[config.mk]
export PLATFORM = sky130hd
export DESIGN_NAME = decoder_rr_arbiter
export DESIGN_NICKNAME = d
export VERILOG_FILES = /design/src/rtl/decoder_rr_arbiter.sv
export SDC_FILE = /design/constraint.sdc
export NUM_CORES = 1
export LEC_CHECK = 0
export ABC_AREA = 0
export BUFFER_PORTS_ARGS = -buffer_cell sky130_fd_sc_hd__buf_2
export CORE_MARGIN = 5
export CORE_UTILIZATION = 50
export DETAILED_ROUTE_END_ITERATION = 8
export PLACE_DENSITY = 0.77
export SETUP_SLACK_MARGIN = 0.5
export SLEW_MARGIN = 0
export SYNTH_ARGS = -nofsm -noshare
export SYNTH_HDL_FRONTEND = slang
export SYNTH_SLANG_ARGS = --single-unit
export TNS_END_PERCENT = 5
[constraint.sdc]
create_clock -name CLK -period 2.2 [get_ports CLK]
set_clock_uncertainty 0.2 [all_clocks]
set_input_delay 0 -clock CLK [delete_from_list [all_inputs] [get_ports CLK]]
set_output_delay 0 -clock CLK [all_outputs]
set_load 0.005 [all_outputs]
[src/rtl/decoder_rr_arbiter.sv]
// Round-robin arbiter that owns the select/enable of a shared 2-to-4 decoder.
// Four requesters, registered select/enable, hold-limit timeout with a TOUT pulse.

module decoder_rr_arbiter #(
    parameter int HOLD_MAX = 15,
    parameter int CNT_W    = 4
) (
    input  logic       CLK,
    input  logic       RST,
    input  logic [3:0] REQ,
    input  logic       DONE,
    output logic [1:0] A,
    output logic       E,
    output logic [3:0] GNT,
    output logic       BUSY,
    output logic       TOUT
);

    typedef enum logic {
        IDLE  = 1'b0,
        GRANT = 1'b1
    } state_t;

    localparam logic [CNT_W-1:0] HOLD_LAST = CNT_W'(HOLD_MAX - 1);
    localparam logic [CNT_W-1:0] CNT_ONE   = CNT_W'(1);

    state_t           state_q, state_d;
    logic [1:0]       ptr_q, ptr_d;
    logic [1:0]       a_q, a_d;
    logic             e_q, e_d;
    logic             tout_q, tout_d;
    logic [CNT_W-1:0] cnt_q, cnt_d;

    logic       win_found;
    logic [1:0] win_idx;
    logic [1:0] cand;
    logic       rel_done;
    logic       rel_drop;
    logic       rel_expire;
    logic       release_now;

    // Rotating priority search: first set request at ptr, ptr+1, ptr+2, ptr+3.
    always_comb begin
        win_found = 1'b0;
        win_idx   = ptr_q;
        cand      = ptr_q;
        for (int i = 0; i < 4; i++) begin
            cand = ptr_q + 2'(i);
            if (!win_found && REQ[cand]) begin
                win_idx   = cand;
                win_found = 1'b1;
            end
        end
    end

    always_comb begin
        rel_done    = DONE;
        rel_drop    = !REQ[a_q];
        rel_expire  = (cnt_q == HOLD_LAST);
        release_now = rel_done || rel_drop || rel_expire;
    end

    always_comb begin
        state_d = state_q;
        ptr_d   = ptr_q;
        a_d     = a_q;
        e_d     = e_q;
        cnt_d   = cnt_q;
        tout_d  = 1'b0;
        unique case (state_q)
            IDLE: begin
                e_d = 1'b0;
                if (win_found) begin
                    a_d     = win_idx;
                    e_d     = 1'b1;
                    cnt_d   = '0;
                    state_d = GRANT;
                end
            end
            GRANT: begin
                cnt_d = cnt_q + CNT_ONE;
                if (release_now) begin
                    e_d     = 1'b0;
                    ptr_d   = a_q + 2'd1;
                    state_d = IDLE;
                    // A timeout is only flagged when nothing else would have released.
                    tout_d  = rel_expire && !rel_done && !rel_drop;
                end
            end
            default: begin
                state_d = IDLE;
                e_d     = 1'b0;
            end
        endcase
    end

    always_ff @(posedge CLK or posedge RST) begin
        if (RST) begin
            state_q <= IDLE;
            ptr_q   <= 2'd0;
            a_q     <= 2'd0;
            e_q     <= 1'b0;
            cnt_q   <= '0;
            tout_q  <= 1'b0;
        end else begin
            state_q <= state_d;
            ptr_q   <= ptr_d;
            a_q     <= a_d;
            e_q     <= e_d;
            cnt_q   <= cnt_d;
            tout_q  <= tout_d;
        end
    end

    // Grant is decoded from flops only, so it cannot glitch on request changes.
    assign A    = a_q;
    assign E    = e_q;
    assign GNT  = e_q ? (4'b0001 << a_q) : 4'b0000;
    assign BUSY = e_q;
    assign TOUT = tout_q;

endmodule

### Yosys cells after proc, flatten, opt, wreduce, memory -nomap -nowiden

Cells that the tools add are included.

* output and inout bits: 9
* register bits: 11
* word-level logic and storage cells: 62
* input bits: 7

* $lt $le $gt $ge: 5
* add/subtract/negate cells: 5
* equality and inequality tests: 3
* reductions and logical operators: 14
* shifts and indexed selects: 1
* muxes and demuxes: 27
* bitwise logic cells: 1

Operators by type and width (count)
* $lt 2x3->1 const B: 5
* $mux 1: 14
* $bmux 1 s2: 5
* $mux 4: 2
* $pmux 4 s2: 1
* $mux 2: 3
* $logic_and 1x1->1: 5
* $logic_not 1->1: 5
* $add 2x1->2 const B: 2
* $add 2x2->2 const B: 2
* $add 4x1->4 const B: 1
* $eq 4x4->1 const B: 1
* $pmux 1 s2: 2
* $reduce_and 2->1: 2
* $shl 1x2->4 const A: 1
* $logic_or 1x1->1: 2
* $ne 2x1->1 const B: 1
* $ne 2x2->1 const B: 1
* $not 1->1: 1

### Longest topological paths before layout

Gate-level depths: netlist of run 1.

* word-level depth: 14
* mapped depth: 5
* gate-level depth less buffers: 5

### Worst setup path after synthesis of run 1

No wires, ideal clock.

* path kind: register -> register
* start point: reg a_q[0] (netlist: A[0])
* end point: reg ptr_q[1]
* slack: 0.573 ns
* clock period less this slack: 1.627 ns
* buffers on the path: 0
* data required time: 1.875 ns
* library setup time: 0.125 ns
* arrival time: 1.302 ns
* cell stages (with the launch flop): 5
* cells stage by stage: dfrtp_1 -> mux2i_1 -> o22ai_2 -> a21oi_2 -> mux2_4

* longest elaborated chain between the ends: 6
* elaborated cells between the ends (all ways): 7
* classes of those cells: add/sub (1); mux (2); reduce/logical (4)

Ends and longest elaborated chain
* start, declared: line 29 `logic [1:0] a_q, a_d;`
* start signal, assigned: line 101 `a_q <= 2'd0;`
* start signal, assigned: line 108 `a_q <= a_d;`
* $bmux 1 s2: line 58 `rel_drop = !REQ[a_q];`
* $mux 1 (implied by the code): line 58
* $logic_not 1->1: line 58
* $logic_or 1x1->1 (2 in series): line 60 `release_now = rel_done || rel_drop || rel_expire;`
* $reduce_and 2->1 (no source line)
* end signal, assigned: line 107 `ptr_q <= ptr_d;`
* end, declared: line 28 `logic [1:0] ptr_q, ptr_d;`

Parallel ways exist; a longest one is shown, timed or not. The select of a mux whose other input is x is not followed.
A chain may end at the register's enable or synchronous reset.

### Worst setup path after layout of run 1

* start point: reg a_q[1] (netlist: A[1])
* end point: reg ptr_q[1]

Same word-level chain as after synthesis.

==> metrics.yaml, run 1 <==
synthesis:
  syn_inst: 75
  synth_nets: 88
  yosysSeqAreaShare_pct: 39.9
  ys_warn_count: 0
  synth_area_per_cell_um2: 9.21
  syn_area_um2: 691
  synth_seq_cells: 11
  synth_cell_types: 25
sta:
  final_hold_viol_count: 0
  slew_headroom_pct: 73.3
  min_period_ns: 1.65
  fin_crit_sh_pct: 75.1
  rsz0062_at_grt: "no"
  final_max_slew_viol_count: 0
  fmax_ghz: 0.605
  setup_slack_ns: 0.547
  final.setup.tns_ns: 0
  setup_viol: 0
  worst_pin_slew_ns: 0.401
global_routing:
  antenna_found_initial: 0
  grt_usage_pct: 15.0
  gr-total-overflow: 0
  grt_max_degree: 12
  use_met2_pct: 26.3
  grt_pass1_wl_um: 2420
  met1_usage_pct: 18.0
  busiest_layer: "met2"
  use_met3_pct: 5.75
  first_global_vias: 602
detailed_routing:
  drc: 0
  drt_first_pass_iters: 2
  drt-total-wl_um: 1430
  wire_per_inst_um: 12.2
  viasPerCell: 5.26
  drt_iter0_drc: 11
  vias: 616
  ant_nets: 0
cts:
  cts_inserted_buffers: 3
  clockBufferDepth: 2
  clockRootBuffer: "clkbuf_4"
  cts.clk_slew.worst_paths_ns: 0.07
  clock_latency_ns: 0.27
  tritoncts: "yes"
  h-tree-depth: 1
  clkSinkCount: 11
layout:
  area_growth_pct: 28.6
  stdcell_count: 117
  layout_commonest_cell: "buf_2"
  final_area_um2: 888
  layout-drive-gt1-share_pct: 28.4
  final_cell_mix: "buf_2 (15), dfrtp_1 (9), nand2_1 (9)"
  antennaDiodeCount: 0
  layout.nets: 116
setup_path:
  critPathCaptureType: "register"
  worst-endpoint-required_ns: 2.16
  start_kind: "register"
  worstSetupStartpoint: "A[1]"
  crit_type: "reg -> reg"
  worstPathArrival_ns: 1.61
  crit_path_max_fanout: 7
  reg2reg_depth: 4
  r2r-start: "A[1]"
place:
  io_buffers: 15
  gp_congestion: 0.873
  dp.final_hpwl_um: 1070
  dpl_cell_area_um2: 777
  dp.cells: 104
  dp_slack_ns: 0.480
die:
  dieHeight_um: 47.2
  core_um2: 1300
  num_rows: 13
  ioPinCount: 16
  die_area_um2: 2220
  start_util_pct: 53.1
  fp.dieW_um: 47.2
pwr:
  swShare_pct: 40.1
  p_leak_nw: 0.443
  clock_power_share_pct: 13.4
  power.density_nw_per_um2: 1130
  p_switching_mw: 0.403
  seqPwrFrac_pct: 40.9
  internal_power_mw: 0.602
  combPwrFrac_pct: 45.8
  ir_worst_vdd_mv: 0.761
run:
  maxCapViolCount: 0
run_status:
  status: "finished, final reports clean"
min_path:
  min_path_type: "in -> async"
## metrics by stage
step	power (mW)	util, %	hold WS (ns)
6_report	1.01	68.3	0.0528
5_1_grt	1.10	68.3	0.123
4_1_cts	0.971	66.4	0.0669
3_5_place_dp	0.823	59.7	-0.187
3_3_place_gp	0.800	59.7	-0.197
2_1_floorplan	0.683	-	-0.348
## synthesized netlist by cell type
cell type	count	area share, %
a21oi_1	4	2.9
a21oi_2	1	1.3
a31oi_1	1	0.91
and2_1	4	3.6
buf_4	1	1.1
dfrtp_1	11	40
ha_1	6	11
inv_1	7	3.8
mux2_4	1	2.2
mux2i_1	3	4.3
nand2_1	9	4.9
nand2b_1	2	1.8
nand3_1	1	0.72
nand4_1	1	0.91
nor2_1	4	2.2
nor2_4	1	1.6
nor2b_1	2	1.8
o21ai_0	8	5.8
o21ai_1	2	1.4
o221ai_1	1	1.3
o22ai_2	1	1.8
o32ai_1	1	1.3
or2_2	1	0.91
or2b_1	1	1.1
or4_4	1	1.6
## cells by family after synthesis
group / Yosys count / synth area share [%]
flops: 11 / 39.9
mux: 4 / 6.52
compound gates: 19 / 16.7
buf+inv: 8 / 4.89
simple gates: 27 / 21.2
fa+ha+maj: 6 / 10.9
## worst paths after layout
kind                       slack, ns  endpoint
min                             0.05  cnt_q[3]
min in group CLK                0.30  cnt_q[3]
min reg2reg                     0.30  cnt_q[3]
max in group asynchronous       1.43      A[0]
max                             0.55  ptr_q[1]
max reg2reg                     0.55  ptr_q[1]
## power groups by stage
stage / combinational [mW] / sequential [mW] / clock, mW
after floorplan: 0.292 / 0.390 / 0
after global placement: 0.393 / 0.407 / 0
after detailed placement: 0.410 / 0.413 / 0
after CTS: 0.418 / 0.414 / 0.139
after global routing: 0.530 / 0.423 / 0.149
final: 0.460 / 0.411 / 0.134
## critical path, stage by stage (launching register included)
cell,delay (ns)
dfrtp_2,0.45
or2_2,0.32
o22ai_2,0.16
a21oi_2,0.11
mux2_4,0.30
## repair_timing
item,in CTS,in global routing
setup endpoints to repair,1,1
buffers inserted,0,3
hold buffers,6,0
pin swaps,0,1
resized for setup,1,1
hold endpoints to repair,16,0
## layout make-up
cell class                 instances  area, um2
clock buffer                       4       26.3
timing repair buffer              24        158
sequential                        11        278
inverter                           7       26.3
tap                               15       18.8
fill                             108        413
multi-input combinational         56        382
## per-layer routing
layer  vias to the layer above  routed length, um
li1                        312                  -
met1                       290                632
met2                        14                701
met3                         0                 95
met4                         0                  0
met5                         -                  0
## flip-flops by register name, indices dropped and copies added (netlist names)
name / count
TOUT: 1
ptr_q: 2
state_q: 1
cnt_q: 4
A: 2
BUSY: 1
(Power assumes the default switching activity.)
==> run 2: changes to the inputs <==
==> constraint.sdc (replaced) <==
create_clock -name CLK -period 1.6 [get_ports CLK]
set_clock_uncertainty 0.2 [all_clocks]
set_input_delay 0 -clock CLK [delete_from_list [all_inputs] [get_ports CLK]]
set_output_delay 0 -clock CLK [all_outputs]
set_load 0.005 [all_outputs]
==> run 2 against run 1 <==
  * The flow now finishes with violations (hold timing)
  * Sequential share of layout area is 0.36 points lower
  * Worst setup slack worse by 0.53 ns
  * Critical endpoint unchanged
  * Critical path type unchanged
  * Global-route usage is 1.5 points higher
  * First-iteration DRC count up 36%
  * Combinational power up 68%
  * Highest routed layer is now met4
==> metrics.yaml, run 2 (synthesis results as in run 1) <==
global_routing:
  grt_pass1_wl_um: 2570  # +6.3%
  grt_usage_pct: 16.5  # +1.5 points
  gr-total-overflow: 0  # unchanged
  antenna_found_initial: 0  # unchanged
  grt_max_degree: 12  # unchanged
  first_global_vias: 605  # +0.50%
sta:
  timing.hold.ws_ns: -0.0259  # -0.0787 ns
  fmax_ghz: 0.631  # +4.3%
  final_hold_viol_count: 3  # +3
  setup_viol: 0  # unchanged
  min_period_ns: 1.58  # -0.0689 ns
  fin_crit_sh_pct: 99.0  # +24 points
  slew_headroom_pct: 73.1  # -0.21 points
  worst_pin_slew_ns: 0.404  # +0.00310 ns
  rsz0062_at_grt: "yes"
  setup_slack_ns: 0.0163  # -0.531 ns
  final_max_slew_viol_count: 0  # unchanged
pwr:
  p_switching_mw: 0.581  # +44%
  ir_worst_vdd_mv: 1.27  # +67%
  seqPwrFrac_pct: 35.4  # -5.5 points
  swShare_pct: 39.2  # -0.92 points
  internal_power_mw: 0.903  # +50%
  power.density_nw_per_um2: 1660  # +47%
  p_total_mw: 1.48  # +48%
  combPwrFrac_pct: 52.0  # +6.2 points
  p_leak_nw: 0.449  # +1.2%
  clock_power_share_pct: 12.5  # -0.9 points
run_status:
  status: "finished with violations"
  violations: "hold timing"
place:
  dp_slack_ns: -0.0283  # -0.508 ns
  io_buffers: 15  # unchanged
  gp_congestion: 0.865  # -0.87%
  dp.final_hpwl_um: 1140  # +6.9%
layout:
  fillers: 101  # -6.5%
  layout_commonest_cell: "buf_2"
  final_cell_mix: "buf_2 (14), dfrtp_1 (10), nand2_1 (9)"
  layout-drive-gt1-share_pct: 33.3  # +4.9 points
  layout.nets: 116  # unchanged
  antennaDiodeCount: 0  # unchanged
  area_growth_pct: 29.5
  largest_reg_flops: 4  # unchanged
  top_register: "cnt_q"
cts:
  clockBufferDepth: 2  # unchanged
  cts_hold_buffers: 2  # -4
  cts.clk_slew.worst_paths_ns: 0.07  # about the same
  h-tree-depth: 1  # unchanged
  clock_latency_ns: 0.27  # about the same
  cts_inserted_buffers: 3  # unchanged
  tritoncts: "yes"
  clockRootBuffer: "clkbuf_4"
  clkSinkCount: 11  # unchanged
detailed_routing:
  dr.max_layer_used: "met4"
  viasPerCell: 5.26  # unchanged
  drc: 0  # unchanged
  wl_met3_um: 121  # +27%
  route.met2.wl_um: 717  # +2.3%
  ant_nets: 0  # unchanged
  wire_per_inst_um: 12.7  # +3.7%
  drt-total-wl_um: 1480  # +3.7%
  drt_first_pass_iters: 4  # +2
  drt_iter0_drc: 15  # +4
  wl_met1_um: 629  # -0.47%
  vias: 616  # unchanged
die:
  die_area_um2: 2220  # unchanged
  dieHeight_um: 47.2  # unchanged
  start_util_pct: 53.1  # unchanged
  num_rows: 13  # unchanged
  fp.dieW_um: 47.2  # unchanged
  core_um2: 1300  # unchanged
  ioPinCount: 16  # unchanged
setup_path:
  worstPathArrival_ns: 1.54  # -0.07 ns
  worst-endpoint-required_ns: 1.56  # -0.60 ns
  crit_path_max_fanout: 4  # -3
  crit_type: "reg -> reg"
  critPathCaptureType: "register"
  start_kind: "register"
run:
  maxCapViolCount: 0  # unchanged
min_path:
  min_path_type: "in -> reg"
-- run 2: cell types whose count changed in the layout (fill, tap and decap cells not counted) --
cell,previous run,this run
dlygate4sd3_1,6,2
mux2i_2,0,1
buf_2,15,14
inv_2,0,1
buf_6,0,3
o21ai_1,2,5
buf_4,3,5
dfrtp_1,9,10
dfrtp_2,2,1
mux2i_1,3,2
inv_1,7,6
o21ai_0,8,5
-- run 2: power groups by stage --
| stage | sequential (mW) | clock (mW) | combinational [mW] |
|---|---|---|---|
| 6_report | 0.526 | 0.186 | 0.772 |
| 3_3_place_gp | 0.510 | 0 | 0.680 |
| 4_1_cts | 0.517 | 0.192 | 0.736 |
| 3_5_place_dp | 0.521 | 0 | 0.700 |
| 2_1_floorplan | 0.539 | 0 | 0.402 |
| 5_1_grt | 0.548 | 0.217 | 0.880 |
-- run 2: layout make-up --
cell class                      instances  area (um2)  area share [%]
Clock buffer                            4        26.3            2.94
Inverter                                7        26.3            2.94
Multi-Input combinational cell         56         385            43.1
Sequential cell                        11         277            30.9
Tap cell                               15        18.8            2.10
Timing Repair Buffer                   24         161            18.0
-- run 2: repair_timing --
action | 4_1_cts | 5_1_grt
pin swaps | 1 | 5
buffers inserted | 1 | 0
setup endpoints to repair | 16 | 17
resized for setup | 1 | 7
hold endpoints to repair | 15 | 2
-- run 2: path summary, 6_finish.rpt --
| path | from | endpoint | slack, ns | cells past startpoint |
|---|---|---|---|---|
| max reg2reg | A[1] | ptr_q[1] | 0.02 | 4 |
| min | DONE | TOUT | -0.03 | 5 |
| min reg2reg | cnt_q[3] | cnt_q[3] | 0.31 | 1 |
| max in group asynchronous | RST | A[0] | 0.84 | 3 |
| max | A[1] | ptr_q[1] | 0.02 | 4 |
| min in group asynchronous | RST | cnt_q[3] | 0.05 | 3 |
-- run 2: critical path: stages (launching register included) --
cell and delay [ns]:
dfrtp_1 0.41, or2_2 0.31, o22ai_2 0.16, a21oi_2 0.10, mux2_4 0.30
-- run 2: per-stage QoR --
stage	area, um2	TNS, ns	utilization [%]	cells
after detailed placement	823	-0.0283	63.3	110
final	895	0	68.8	117
after floorplan	692	0	-	75
after CTS	881	0	67.7	117
after global routing	895	-0.122	68.8	117
after global placement	823	0	63.3	110
-- run 2: metal layers --
layer  track usage (%)  up-vias
met4              5.52        0
met1              20.0      278
met5                 0        -
met2              26.6       26
met3              6.90        4
li1                  -      308
